**src/rtl/edge_event_arbiter.sv**
```systemverilog
// edge_event_arbiter
//   Watches NUM_CH sampled status lines, turns every level transition into a
//   pending event (one slot per channel, newest level wins) and hands the
//   events out one at a time through a round-robin arbitrated valid/ready port.
//
// Ports
//   clk        rising-edge clock
//   rst        synchronous reset, active-high
//   enable     1 = edge trackers run, 0 = trackers held in INIT (no new events)
//   in_bits    sampled input lines, one per channel
//   evt_valid  presented event is valid
//   evt_ready  consumer accepts the presented event when valid && ready
//   evt_chan   channel index of the presented event
//   evt_level  level after the edge (1 = rising, 0 = falling)
//   ovr_flags  sticky per-channel overrun flags
//   clr_ovr    one-cycle pulse clearing all overrun flags
//   evt_count  accepted-event counter, saturating at all-ones
module edge_event_arbiter #(
  parameter int NUM_CH = 4,
  parameter int CNT_W  = 8
) (
  input  logic                      clk,
  input  logic                      rst,
  input  logic                      enable,
  input  logic [NUM_CH-1:0]         in_bits,
  output logic                      evt_valid,
  input  logic                      evt_ready,
  output logic [$clog2(NUM_CH)-1:0] evt_chan,
  output logic                      evt_level,
  output logic [NUM_CH-1:0]         ovr_flags,
  input  logic                      clr_ovr,
  output logic [CNT_W-1:0]          evt_count
);

  localparam int CH_W = $clog2(NUM_CH);

  typedef enum logic [1:0] {
    S_INIT = 2'd0,
    S_LOW  = 2'd1,
    S_HIGH = 2'd2
  } trk_state_t;

  logic [NUM_CH-1:0] w_edge;
  logic [NUM_CH-1:0] w_grant;
  logic [NUM_CH-1:0] r_pend;
  logic [NUM_CH-1:0] r_plvl;
  logic [NUM_CH-1:0] r_ovr;
  logic [CH_W-1:0]   r_rr;
  logic [CH_W-1:0]   r_chan;
  logic              r_valid;
  logic              r_level;
  logic [CNT_W-1:0]  r_count;
  logic              w_free;
  logic              w_accept;
  logic              w_found;
  logic [CH_W-1:0]   w_winner;

  // Output register may take a new event when empty or being consumed now.
  assign w_free   = !r_valid || evt_ready;
  assign w_accept = r_valid && evt_ready;

  genvar gi;
  generate
    for (gi = 0; gi < NUM_CH; gi++) begin : g_trk
      trk_state_t r_state;

      // INIT only records history: the first sample never makes an event.
      always_ff @(posedge clk) begin
        if (rst || !enable) begin
          r_state <= S_INIT;
        end else begin
          case (r_state)
            S_INIT:  r_state <= in_bits[gi] ? S_HIGH : S_LOW;
            S_LOW:   if (in_bits[gi])  r_state <= S_HIGH;
            S_HIGH:  if (!in_bits[gi]) r_state <= S_LOW;
            default: r_state <= S_INIT;
          endcase
        end
      end

      assign w_edge[gi]  = enable &&
                           (((r_state == S_LOW)  &&  in_bits[gi]) ||
                            ((r_state == S_HIGH) && !in_bits[gi]));
      assign w_grant[gi] = w_free && w_found && (w_winner == CH_W'(gi));
    end
  endgenerate

  // Round-robin search: scan offsets high to low so the smallest offset from
  // the pointer is the last assignment and therefore the winner.
  always_comb begin
    logic [CH_W:0] sum;
    w_found  = 1'b0;
    w_winner = '0;
    sum      = '0;
    for (int k = NUM_CH - 1; k >= 0; k--) begin
      sum = {1'b0, r_rr} + (CH_W+1)'(k);
      if (sum >= (CH_W+1)'(NUM_CH)) begin
        sum = sum - (CH_W+1)'(NUM_CH);
      end
      if (r_pend[sum[CH_W-1:0]]) begin
        w_found  = 1'b1;
        w_winner = sum[CH_W-1:0];
      end
    end
  end

  // Pending slots: a new edge always (re)arms the slot with the newest level;
  // it only counts as an overrun if the old content was not just handed out.
  always_ff @(posedge clk) begin
    if (rst) begin
      r_pend <= '0;
      r_plvl <= '0;
      r_ovr  <= '0;
    end else begin
      for (int i = 0; i < NUM_CH; i++) begin
        if (w_edge[i]) begin
          r_pend[i] <= 1'b1;
          r_plvl[i] <= in_bits[i];
        end else if (w_grant[i]) begin
          r_pend[i] <= 1'b0;
        end
        // A fresh overrun beats a simultaneous clear.
        if (w_edge[i] && r_pend[i] && !w_grant[i]) begin
          r_ovr[i] <= 1'b1;
        end else if (clr_ovr) begin
          r_ovr[i] <= 1'b0;
        end
      end
    end
  end

  // Presented-event register, rr pointer and accepted counter.
  always_ff @(posedge clk) begin
    if (rst) begin
      r_valid <= 1'b0;
      r_chan  <= '0;
      r_level <= 1'b0;
      r_rr    <= '0;
      r_count <= '0;
    end else begin
      if (w_free) begin
        if (w_found) begin
          r_valid <= 1'b1;
          r_chan  <= w_winner;
          r_level <= r_plvl[w_winner];
          r_rr    <= (w_winner == CH_W'(NUM_CH - 1)) ? '0 : w_winner + CH_W'(1);
        end else begin
          r_valid <= 1'b0;
        end
      end
      if (w_accept && (r_count != {CNT_W{1'b1}})) begin
        r_count <= r_count + CNT_W'(1);
      end
    end
  end

  assign evt_valid = r_valid;
  assign evt_chan  = r_chan;
  assign evt_level = r_level;
  assign ovr_flags = r_ovr;
  assign evt_count = r_count;

endmodule
```
**config.mk**
```make
export PLATFORM = sky130hd
export DESIGN_NAME = edge_event_arbiter
export DESIGN_NICKNAME = d
export VERILOG_FILES = /design/src/rtl/edge_event_arbiter.sv
export SDC_FILE = /design/constraint.sdc
export NUM_CORES = 1
export LEC_CHECK = 0
export CORE_MARGIN = 2
export CORE_UTILIZATION = 30
export CTS_BUF_LIST = sky130_fd_sc_hd__clkbuf_4 sky130_fd_sc_hd__clkbuf_8
export CTS_CLUSTER_DIAMETER = 80
export DETAILED_ROUTE_END_ITERATION = 7
export PLACE_DENSITY_LB_ADDON = 0.05
export SYNTH_ARGS = -nofsm -noshare
export SYNTH_HDL_FRONTEND = slang
export SYNTH_SLANG_ARGS = --single-unit
```
**constraint.sdc**
```tcl
create_clock -name clk -period 2.4 [get_ports clk]
set_input_delay 0.36 -clock clk [delete_from_list [all_inputs] [get_ports clk]]
set_output_delay 0.36 -clock clk [all_outputs]
set_load 0.1 [all_outputs]
```
# Word level (Yosys, flattened, before mapping)
# Index checks and enable logic that the tools add are counted.
[totals] input_bits=9 ff_bits=34 output_inout_bits=16 elab_cells=173
[classes] reduce_logical=61 muxes=53 order_cmp=9 n_eq_ne=20 addsub=9
[op_table] operator="two-way mux 2 bit" n=21
[op_table] operator="logical AND 1 bit" n=27
[op_table] operator="one-hot mux 2 bit (3 select lines)" n=4
[op_table] operator="two-way mux 1 bit" n=23
[op_table] operator="inequality test 2 bit (second input constant)" n=8
[op_table] operator="nonzero test 2 bit" n=8
[op_table] operator="less-than comparator 2 x 3 -> 1 bit (second input constant)" n=5
[op_table] operator="== test 2 bit (second input constant)" n=6
[op_table] operator="binary-select mux 1 bit (select 2 bit)" n=5
[op_table] operator="== test 2 x 1 -> 1 bit (second input constant)" n=5
[op_table] operator="zero test 1 bit" n=10
[op_table] operator="zero test 2 bit" n=5
[op_table] operator="AND reduction 2 bit" n=5
[op_table] operator=">= comparator 3 bit (second input constant)" n=3
[op_table] operator="adder 8 x 1 -> 8 bit (second input constant)" n=1
[op_table] operator="inequality test 8 bit (second input constant)" n=1
[op_table] operator="subtractor 2 x 1 -> 2 bit (second input constant)" n=4
[op_table] operator="adder 2 x 2 -> 3 bit (second input constant)" n=2
[op_table] operator="logical OR 1 bit" n=6
[op_table] operator="adder 2 x 1 -> 3 bit (second input constant)" n=1
[op_table] operator=">= comparator 2 x 3 -> 1 bit (second input constant)" n=1
[op_table] operator="adder 2 x 1 -> 2 bit (second input constant)" n=1

# Longest topological paths before layout
[logic_depth] word_depth=14 mapped_depth=6 mapped_depth_nobuf=6

# Worst setup path before layout
# Ideal clock, no wire load.
[synth_path] path_type="register to register" start="register r_count[0] (netlist: evt_count[0])" end="register r_count[5] (netlist: evt_count[5])" path_stages_with_launch=7 period_less_slack_ns=2.189 t_arrival_ns=2.061 n_path_buf=0 setup_slack_ns=0.211 t_required_ns=2.272 setup_ns=0.128 cell_sequence="dfxtp_1 -> ha_1 -> nand3_1 -> o211ai_2 -> nor3_1 -> xnor2_1 -> nor2_1"
[synth_between] elab_chain_cells=2 word_cells_on_any_way=3 cone_classes="1 x add/sub; 1 x eq/ne; 1 x reduce/logical"
[synth_rtl] element="from (decl)" line="52" source="logic [CNT_W-1:0] r_count;"
[synth_rtl] element="from (signal assigned)" line="152" source="r_count <= r_count + CNT_W'(1);"
[synth_rtl] element="parallel branches: the longest is 2 deep, another holds adder 8 x 1 -> 8 bit"
# Parallel ways; which one is timed is not known.
# A chain may end at the register's enable or synchronous reset.

# Worst setup path in the final report
[layout_path] start="register r_pend[3]" end="register r_ovr[3] (netlist: ovr_flags[3])"
[layout_between] elab_chain_cells=11 word_cells_on_any_way=24 cone_classes="1 x eq/ne; 17 x mux; 6 x reduce/logical"
[layout_rtl] element="from (decl)" line="45" source="logic [NUM_CH-1:0] r_pend;"
[layout_rtl] element="from (signal assigned)" line="111" source="r_pend <= '0;"
[layout_rtl] element="from (signal, indexed assignment)" line="117" source="r_pend[i] <= 1'b1;"
[layout_rtl] element="from (signal, indexed assignment)" line="120" source="r_pend[i] <= 1'b0;"
[layout_rtl] element="binary-select mux 1 bit (select 2 bit)" line="100" source="if (r_pend[sum[CH_W-1:0]]) begin"
[layout_rtl] element="two-way mux 1 bit (not written as such)" line="100"
[layout_rtl] element="two-way mux 2 bit / two-way mux 1 bit (equally long branches) (4 in a row)" line="100"
[layout_rtl] element="== test 2 bit / logical AND 1 bit (equally long branches)" line="84" source="assign w_grant[gi] = w_free && w_found && (w_winner == CH_W'(gi));"
[layout_rtl] element="logical AND 1 bit" line="84"
[layout_rtl] element="zero test 1 bit" line="123" source="if (w_edge[i] && r_pend[i] && !w_grant[i]) begin"
[layout_rtl] element="logical AND 1 bit *" line="123"
[layout_rtl] element="two-way mux 1 bit / nonzero test 2 bit (equally long branches)"
[layout_rtl] element="to (signal assigned)" line="113" source="r_ovr <= '0;"
[layout_rtl] element="to (signal, indexed assignment)" line="124" source="r_ovr[i] <= 1'b1;"
[layout_rtl] element="to (signal, indexed assignment)" line="126" source="r_ovr[i] <= 1'b0;"
[layout_rtl] element="to (decl)" line="47" source="logic [NUM_CH-1:0] r_ovr;"
# Every way passes the cells marked *; elsewhere a longest branch is shown, timed or not. The select of a mux whose other input is x is not followed.

==> metrics.md <==
| Metric | Value |
|---|---|
| Status | complete, no violations |
| Leakage | 0.7578 nW |
| Tightest Pin Transition | ~0.50 ns |
| Die Area | ~6000 um^2 |
| Overall Power | approximately 0.0014 W |
| Worst Skew | 0.005835 ns |
| Reg clk slew, reported paths | 0.07 ns |
| Fmax | 583.2 MHz |
| Vias/cell | 4.874 |
| Setup crit end kind | flop |
| Die H | 76.98 um |
| Antenna diode count | 0 |
| Library cells used by synthesis | 39 |
| WL per Instance | 12.51 um |
| Largest net degree at the start of global routing | 15 |
| Max Slew Vio Count | 0 |
| H-tree Lvls | 2 |
| Initial Utilization | 0.3109 |
| Grt ovf | 0 |
| Gpl congestion | 0.7454 |
| Min Clock Period, post-route | around 1.7 ns |
| Remaining DRCs | 0 |
| CTS Hold Bufs | 0 |
| Met3 Usage GRT | 0.04000 |
| Syn Inst Count | 180 |
| Post-synth top area cell | dfxtp_1 |
| GR peak layer | met2 |
| Endpoints failing setup | 0 |
| RSZ-0062 raised after global routing | no |
| Max_cap viols | 0 |
| Die width | just under 80 um |
| Cell Area, Synth | approximately 1600 um^2 |
| Crit-path max FO | 10 |
| Worst setup SP type | flop |
| Clk_lat worst skew | 0.28 ns |
| Register area share after synthesis | 0.4260 |
| IO Port Bufs | 24 |
| Antenna-violating nets left | 0 |
| Synth top area cells | dfxtp_1 (43%), nand2_1 (4.5%), nor2_1 (4.5%), and3b_1 (4.4%), nand2b_1 (3.9%) |
| Met2 usage | 0.2281 |
| Count leader, synth | dfxtp_1 |
| Vias in the first global route | between 1000 and 1500 |
| Synth top cells by count | dfxtp_1 (34), nand2_1 (19), nor2_1 (19) |
| Core ar. | 5140 um^2 |
| Final Hold Vio Count | 0 |
| Synth warn | 0 |
| Synth async-reset ratio | 0 |
| Synth Register Bits | 34 |
| Post-cts resize count | 0 |
| Ys flop type | dfxtp_1 |
| Vias after detailed routing | 1355 |
| Post-Syn Nets | 190 |
| VDD IR max | about 0.00030 V |
| Met1 Use GR | 0.1445 |
| HP Class | flop to flop |
| First-pass GRT wire length | 6023 um |
| Top cell type's share of synthesized area | 0.4260 |
| Row cnt | 26 |
| Worst path arrival time | 1.90 ns |
| Iter 0 DRT Violations | 32 |
| Detailed-route wire length | ~3500 um |
| CTS tree | yes |
| DRT Pass-1 Iters | 4 |
| Syn_area_per_cell | 8.877 um^2 |
| TritonCTS Buffers | 5 |
| DP HPWL | 2612 um |
| Setup TNS | 0 ns |
| Slew HR | 0.6645 |
| Total GRT Usage | 0.1296 |
| Setup bufs post-CTS | 0 |
| Critical path class | flop to flop |
| Num ports | 25 |
| Clk root buf | clkbuf_8 |
| Clock buffer depth | 2 |
| Share of layout cells above drive strength 1 | 0.1587 |
| Clock sinks | 34 |
| WP data required | approximately 2.6 ns |
| Nets | 217 |
| Antenna violations before repair | 0 |
| Final critical-path share of the clock period | 0.7145 |
| Area delta synth->final | 24.82% |
| EDFF count, synth | 0 |
| PwrDens | 704.6 nW/um^2 |
## report_power, final
| part | internal (W) | switching [W] |
|---|---|---|
| clock network | 0.000443 | 0.000209 |
| logic | 0.0000568 | 0.0000926 |
| registers | 0.000583 | 0.0000201 |
| total | 0.00108 | 0.000322 |
## cells by family (layout without fill, tap and decap cells)
family          Yosys count  in the layout  synth area share
simple gates             85             85            0.3015
flops                    34             34            0.4260
mux                       3              3           0.01879
xor+xnor                  7              7           0.03837
compound gates           38             38            0.1605
buf+inv                  12             40           0.04698
fa+ha+maj                 1              1          0.007830
## cells in the final DEF, fill, tap and decap left out, types with 2 or more instances in the layout
master           Yosys  routed
xnor2_1              5       5
nand2b_1            10      10
clkdlybuf4s50_1      0       8
o22ai_1              4       4
inv_1                5       5
xor2_1               2       2
and3b_1              8       8
dfxtp_1             34      34
nand3b_1             5       5
buf_4                2      19
nor2_1              19      19
nor2b_1              2       2
nand2_1             19      19
nor3b_1              4       4
clkbuf_8             0       6
bufinv_16            0       2
nand3_1              4       4
o21ai_0              9       9
nor3_1               4       4
a21o_1               2       2
o32ai_2              2       2
mux2i_1              3       3
a21oi_1             12      12
and3_1               4       4
## layer usage
metal / vias up / part of all wire
met5: - / 0
met4: 0 / 0.017
met3: 6 / 0.041
met2: 31 / 0.50
met1: 634 / 0.44
li1: 684 / -
## worst max-delay path, stage by stage, from the launching register on
cell	delay (ns)
dfxtp_1	0.36
nor4_1	0.50
a21o_1	0.38
nor3b_2	0.11
o32ai_1	0.28
## area by class of cell
| type | count | area, um^2 |
|---|---|---|
| clock buffer | 6 | 82.58 |
| clock inverter | 2 | 60.06 |
| fill | 569 | 3146 |
| inverter | 5 | 18.77 |
| multi-input combinational | 134 | 842.1 |
| sequential | 34 | 680.7 |
| tap | 70 | 87.58 |
| timing repair buffer | 27 | 222.7 |
## path summary, 6_finish.rpt
path               start            to  slack [ns]  depth (start not counted)
max            r_pend[3]  ovr_flags[3]        0.69                          4
min          evt_chan[1]   evt_chan[1]        0.47                          2
min reg2reg  evt_chan[1]   evt_chan[1]        0.47                          2
max reg2reg    r_pend[3]  ovr_flags[3]        0.69                          4
## state kept, by name (all words and copies together), names as in the netlist
name / flops
r_pend: 4
evt_chan: 2
g_trk.r_state: 8
evt_valid: 1
evt_level: 1
r_plvl: 4
r_rr: 2
ovr_flags: 4
evt_count: 8
## per-stage QoR
step                std cells  hold WS [ns]  cell area, um^2  setup WS [ns]  utilization
finish                    278        0.4738             1994         0.6853       0.3880
global route              278        0.5025             1994         0.5067       0.3880
CTS                       278        0.4764             1994         0.6301       0.3880
detailed placement        270        0.4664             1852         0.6079       0.3603
global placement          270        0.4582             1852         0.6210       0.3603
floorplan                 180        0.4319             1598         0.2115            -
(Power assumes the default switching activity.)
